File: src/rtl/param_counter_pkg.sv
// Shared constants and helpers for the parametrised up/down counter.
`timescale 1ns/1ps
package param_counter_pkg;

  localparam int MODE_WRAP = 0;
  localparam int MODE_SAT  = 1;

  // Out-of-range load values become the top of the count range.
  function automatic logic [31:0] clamp_mod(input logic [31:0] value,
                                            input longint unsigned modulus);
    if (64'(value) >= modulus) return 32'(modulus - 64'd1);
    return value;
  endfunction

endpackage

File: src/rtl/param_counter_if.sv
// Control inputs and count outputs of param_counter, bundled as one port.
`timescale 1ns/1ps
interface param_counter_if #(
  parameter int WIDTH = 4
);
  logic             en;
  logic             up;
  logic             load;
  logic [WIDTH-1:0] load_val;
  logic [WIDTH-1:0] count;
  logic             tick;
  logic             tc;

  modport master (output en, up, load, load_val, input count, tick, tc);
  modport slave  (input en, up, load, load_val, output count, tick, tc);
endinterface

File: src/rtl/param_counter_prescaler.sv
// Divides enabled clock cycles by PRESCALE; tick marks the last phase.
`timescale 1ns/1ps
module param_counter_prescaler #(
  parameter int unsigned PRESCALE = 1
) (
  input  logic clk,
  input  logic rst_n,
  input  logic en,
  input  logic clr,
  output logic tick
);

  generate
    if (PRESCALE == 1) begin : g_bypass
      // No phase to track: every enabled cycle is a step.
      logic unused_ps;
      assign unused_ps = clk ^ rst_n ^ clr;
      assign tick      = en;
    end else begin : g_cnt
      localparam int PW = $clog2(PRESCALE);
      localparam logic [PW-1:0] LAST = PW'(PRESCALE - 1);
      logic [PW-1:0] ps_q;

      assign tick = en & (ps_q == LAST);

      always_ff @(posedge clk or negedge rst_n) begin
        if (!rst_n)   ps_q <= '0;
        else if (clr) ps_q <= '0;
        else if (en)  ps_q <= (ps_q == LAST) ? '0 : ps_q + PW'(1);
      end
    end
  endgenerate

endmodule

File: src/rtl/param_counter.sv
// Count/tc datapath: load > step > hold, wrap or saturate at range ends.
`timescale 1ns/1ps
module param_counter
  import param_counter_pkg::*;
#(
  parameter int              WIDTH    = 4,
  parameter longint unsigned MODULUS  = 64'd1 << WIDTH,
  parameter int unsigned     PRESCALE = 1,
  parameter int              SATURATE = MODE_WRAP
) (
  input logic              clk,
  input logic              rst_n,
  param_counter_if.slave   bus
);

  localparam logic [WIDTH-1:0] MAXV = WIDTH'(MODULUS - 64'd1);
  localparam bit               SAT  = (SATURATE == MODE_SAT);

  logic [WIDTH-1:0] cnt_q, cnt_nxt, ld_val;
  logic             tc_q, tc_nxt;
  logic             step;
  logic             at_max, at_zero;

  param_counter_prescaler #(.PRESCALE(PRESCALE)) u_ps (
    .clk   (clk),
    .rst_n (rst_n),
    .en    (bus.en),
    .clr   (bus.load),
    .tick  (step)
  );

  assign ld_val  = WIDTH'(clamp_mod(32'(bus.load_val), MODULUS));
  assign at_max  = (cnt_q == MAXV);
  assign at_zero = (cnt_q == '0);

  always_comb begin
    cnt_nxt = cnt_q;
    tc_nxt  = 1'b0;
    if (bus.up) begin
      if (!at_max)   cnt_nxt = cnt_q + WIDTH'(1);
      else if (!SAT) cnt_nxt = '0;
      // Saturate pulses only on arrival at the end, wrap only on the wrap.
      tc_nxt = SAT ? (cnt_q == MAXV - WIDTH'(1)) : at_max;
    end else begin
      if (!at_zero)  cnt_nxt = cnt_q - WIDTH'(1);
      else if (!SAT) cnt_nxt = MAXV;
      tc_nxt = SAT ? (cnt_q == WIDTH'(1)) : at_zero;
    end
  end

  always_ff @(posedge clk or negedge rst_n) begin
    if (!rst_n) begin
      cnt_q <= '0;
      tc_q  <= 1'b0;
    end else if (bus.load) begin
      cnt_q <= ld_val;
      tc_q  <= 1'b0;
    end else if (step) begin
      cnt_q <= cnt_nxt;
      tc_q  <= tc_nxt;
    end else begin
      tc_q  <= 1'b0;
    end
  end

  assign bus.count = cnt_q;
  assign bus.tc    = tc_q;
  assign bus.tick  = step;

endmodule

File: src/flat_wrapper.sv
// flat-port wrapper written by rule: the top's interface ports become plain ports
module param_counter_flat import param_counter_pkg::*;
#(
  parameter int              WIDTH    = 4,
  parameter longint unsigned MODULUS  = 64'd1 << WIDTH,
  parameter int unsigned     PRESCALE = 1,
  parameter int              SATURATE = MODE_WRAP
)
  (clk, rst_n, bus_en, bus_up, bus_load, bus_load_val, bus_count, bus_tick, bus_tc);
  param_counter_if #(.WIDTH(WIDTH)) bus_i ();
  input logic clk;
  input logic rst_n;
  input wire logic [$bits(bus_i.en)-1:0] bus_en;
  input wire logic [$bits(bus_i.up)-1:0] bus_up;
  input wire logic [$bits(bus_i.load)-1:0] bus_load;
  input wire logic [$bits(bus_i.load_val)-1:0] bus_load_val;
  output wire logic [$bits(bus_i.count)-1:0] bus_count;
  output wire logic [$bits(bus_i.tick)-1:0] bus_tick;
  output wire logic [$bits(bus_i.tc)-1:0] bus_tc;
  assign bus_i.en = bus_en;
  assign bus_i.up = bus_up;
  assign bus_i.load = bus_load;
  assign bus_i.load_val = bus_load_val;
  assign bus_count = bus_i.count;
  assign bus_tick = bus_i.tick;
  assign bus_tc = bus_i.tc;
  param_counter #(.WIDTH(WIDTH), .MODULUS(MODULUS), .PRESCALE(PRESCALE), .SATURATE(SATURATE)) u_core (.clk(clk), .rst_n(rst_n), .bus(bus_i));
endmodule
File: config.mk
export PLATFORM = sky130hd
export DESIGN_NAME = param_counter_flat
export DESIGN_NICKNAME = d
export VERILOG_FILES = /design/src/rtl/param_counter_pkg.sv /design/src/rtl/param_counter_if.sv /design/src/rtl/param_counter_prescaler.sv /design/src/rtl/param_counter.sv /design/src/flat_wrapper.sv
export SDC_FILE = /design/constraint.sdc
export NUM_CORES = 1
export LEC_CHECK = 0
export BUFFER_PORTS_ARGS = -buffer_cell sky130_fd_sc_hd__buf_2
export CORE_AREA = 5 5 42 44
export DETAILED_ROUTE_END_ITERATION = 6
export DIE_AREA = 0 0 47 49
export MAX_ROUTING_LAYER = met4
export PLACE_DENSITY = 0.52
export RECOVER_POWER = 50
export SLEW_MARGIN = 20
export SYNTH_ARGS = -nofsm -noshare
export SYNTH_HDL_FRONTEND = slang
export SYNTH_SLANG_ARGS = --single-unit
export TNS_END_PERCENT = 20
File: constraint.sdc
create_clock -name clk -period 1.95 [get_ports clk]
set_input_delay 0 -clock clk [delete_from_list [all_inputs] [get_ports clk]]
set_output_delay 0 -clock clk [all_outputs]
set_load 0.02 [all_outputs]
==> metrics list <==
- Number of DRC violations after detailed-routing iteration 0: 4
- Antenna violations before repair: 0
- Worst path cell trace: inv_1, ha_1, or4b_4, nor2b_4, o21ai_0, a211o_1
- Summed over all layers, the routed wires come to between 800 and 900 µm.
* Wire length of the first global-routing pass: 1.462 mm
* Number of warnings printed during yosys synthesis: 0
- The worst register-to-register path begins at u_core.bus.count[0].
- CTS sink cnt: 5
- Overall die height: about 50 µm
* Number of fillers in the final layout: 152
- For this run, the slowest stage of the critical path takes 0.48 ns.
- Max Root-Sink Buffers: 2
- First element of the critical path: u_core.bus.count[0]
- Remaining Overflow, GRT: 0
- Setup repair after global routing missed its margin: false
- For this design the ratio of total power to cell area is 752.9 mW/mm².
- The tightest hold path in the finished design has a slack of 0.07351 ns.
* First-pass iteration count of the detailed router: 4
* Worst min-delay path category: in -> reg
- PostCTS Resize Cnt: 0
* Total cell area at the placement stage: 454.2 µm²
- CP Depth: 6
* Die width: 47 µm
- Based on the critical path, the design can be clocked at up to 0.6218 GHz.
* Setup Crit Path Kind: reg -> reg
- Global routing used 8.992% of the available tracks across all layers.
* Clock-pin slew on the worst setup and hold paths: 0.04 ns
- Leak pwr: 0.2394 nW
- Diodes inserted: 0
- Clock tree synthesis selected as its root buffer the cell clkbuf_4.
- Setup violations remaining at the end of the flow were counted as 0.
- Dividing the detail-routed via count by the number of cells gives around 4.8.
- The synthesized netlist contains 23 unique library cells.
- Sequential share of the synthesized area: 32.68%
- Status: finished, final reports clean
- Setup TNS: 0 ns
- TritonCTS built the clock tree.
- Critical Path Slowest Stage Cell: or4b_4
- In the final layout, the share of cells above drive strength 1 is 29.51%.
- 15 I/O pins were placed.
- Detailed-route wire length per cell: 10.62 µm
- The number of pins with negative max-slew slack in the final report came to 0.
- Final routed DRC violation total: 0
- Largest voltage drop on the vdd net: 0.0003998 V
- Reg-to-reg slack, setup: 0.34 ns
- Number of clock buffers inserted by TritonCTS: 3
* Initial core utilization: 27.32%
- Core Area: 0.001401 mm²
- When the netlist entered floorplanning its net count stood at 52.
- Min Clock Period, post-route: ~1.6 ns
- Entering global routing, the biggest net connects 10 pins.
- Counting cells, the worst reg-to-reg path comes to 6.
- Die area: 0.002303 mm²
- Final worst-path cycle share: between 80% and 90%
* Top fanout value on the critical path: 6
- After floorplanning, the core was divided into 14 placement rows.
* Number of global-route vias before repair: 325
- Antenna violation net count after detailed routing: 0
- Required time of the critical path: 2.13 ns
- Buffer and inverter count on the worst path: 1
- After technology mapping, the gate count stands at 41.
* MaxCap Viol Count: 0
- The mapped netlist covers 382.9 µm².
* Total vias in the final route: 369
- Final estimated routing congestion in global placement: between 0.7 and 0.8
- Tightest slew margin relative to the limit: approximately four fifths
- CTS hold repair buffers: 4
- CTS built an H-tree with a depth of 1.
* Net count, final: 73
* Worst path top cell family by delay: simple AND/OR/NAND/NOR gates
- Critical path arrival: 1.78 ns
- Hpwl dp: between 600 and 700 µm
- Cell count of the worst hold path: 3
- For the pin with the worst max-slew slack, the measured transition is 0.2716 ns.
- A synthesized cell averages 9.338 µm².
- Final cell area excluding filler cells: 515.5 µm²
* Hold Violations, Final: 0
* Clock network latency to the later pin of the worst-skew pair: 0.24 ns
* Launching element type of the critical path: register
- Counting flops and latches in the post-synthesis netlist gives 5.
* Count of port buffers added during placement: 14
- Crit path capture type: register
- In this run the most critical hold path is launched from bus_en.
* Area growth from synthesis to layout: 34.64%
- Clock skew on the completed layout was measured at 0.002737 ns.
* Setup repair bufs after CTS: 0
- End-of-flow core utilization: a little under two fifths
[metrics by stage]
step / instances / setup slack [ns] / total power, mW
floorplan: 41 / 0.3563 / 0.2302
global placement: 69 / 0.3446 / 0.2700
detailed placement: 69 / 0.3545 / 0.2698
CTS: 77 / 0.3382 / 0.3964
global route: 77 / 0.1954 / 0.4188
finish: 77 / 0.3418 / 0.3881
[cells in the mapped netlist, drive strengths merged]
| master | count | area share, % |
|---|---|---|
| mux2 | 3 | 8.8 |
| a31oi | 1 | 1.6 |
| ha | 2 | 6.5 |
| a21oi | 3 | 3.9 |
| xnor2 | 3 | 6.9 |
| dfrtp | 5 | 33 |
| nand4 | 1 | 1.6 |
| nand2 | 5 | 4.9 |
| nor2b | 1 | 3.6 |
| buf | 2 | 4.9 |
| nor3 | 1 | 1.3 |
| a211o | 1 | 2.3 |
| nor3b | 1 | 2.0 |
| nand2b | 1 | 1.6 |
| o21ai | 4 | 5.2 |
| mux2i | 1 | 2.6 |
| inv | 2 | 2.0 |
| clkinv | 1 | 0.98 |
| nor2 | 1 | 0.98 |
| or4 | 1 | 2.0 |
| or4b | 1 | 3.6 |
[worst reg2reg max path: stages, from the launching register on]
cell	delay [ns]
dfrtp_1	0.43
inv_1	0.12
ha_1	0.17
or4b_4	0.48
nor2b_4	0.14
o21ai_0	0.07
a211o_1	0.14
[layer usage]
layer  vias to the layer above  GRT usage, %  share of wire (%)
met3                         4         1.107                4.8
met2                        11         13.80                 51
met4                         0         6.912                2.8
li1                        185             -                  -
met5                         -             -                  0
met1                       169         10.02                 42
[logic make-up after synthesis]
family | count (synthesis) | synth area share [%]
compound gates | 9 | 13.07
xor+xnor | 3 | 6.864
fa+ha+maj | 2 | 6.535
buf+inv | 5 | 7.843
flops | 5 | 32.68
mux | 4 | 11.44
simple gates | 13 | 21.57
[placed cells by master (no fill, tap or decap)]
cell type	netlist	routed
dlygate4sd3_1	0	4
inv_1	2	2
nor3b_1	1	1
buf_2	0	10
nand4_1	1	1
nor3_1	1	1
or4_1	1	1
clkbuf_1	0	5
clkbuf_4	0	3
clkinv_1	1	1
nand2b_1	1	1
mux2_2	3	3
ha_1	2	2
a21oi_1	3	3
a31oi_1	1	1
or4b_4	1	1
o21ai_0	3	3
a211o_1	1	1
mux2i_1	1	1
dfrtp_1	5	5
nor2_1	1	1
nor2b_4	1	1
o21ai_1	1	1
nand2_1	5	5
xnor2_1	3	3
[final timing paths]
kind / endpoint
worst max-delay path: u_core.bus.count[3]
worst min-delay path: u_core.bus.tc
worst max register to register: u_core.bus.count[3]
worst min register to register: u_core.bus.tc
max in group asynchronous: u_core.bus.count[3]
min in group asynchronous: u_core.bus.count[2]
[layout make-up]
class | count | area (µm²) | area share [%]
clock buffer | 4 | 26.28 | 5.097
inverter | 3 | 11.26 | 2.184
multi-input combinational | 31 | 227.7 | 44.17
sequential | 5 | 125.1 | 24.27
tap | 16 | 20.02 | 3.883
timing repair buffer | 18 | 105.1 | 20.39
[sequential cells by signal, summed over array words and instances (netlist names)]
register	cells
u_core.bus.count	4
u_core.bus.tc	1
[where the power goes]
part / leakage [nW] / switching (mW) / internal [mW] / total [mW]
Sequential: 0.0616 / 0.0238 / 0.118 / 0.142
Combinational: 0.163 / 0.0662 / 0.0644 / 0.131
Clock: 0.0150 / 0.0386 / 0.0771 / 0.116
Note: power is estimated with default switching activity, not from simulation.
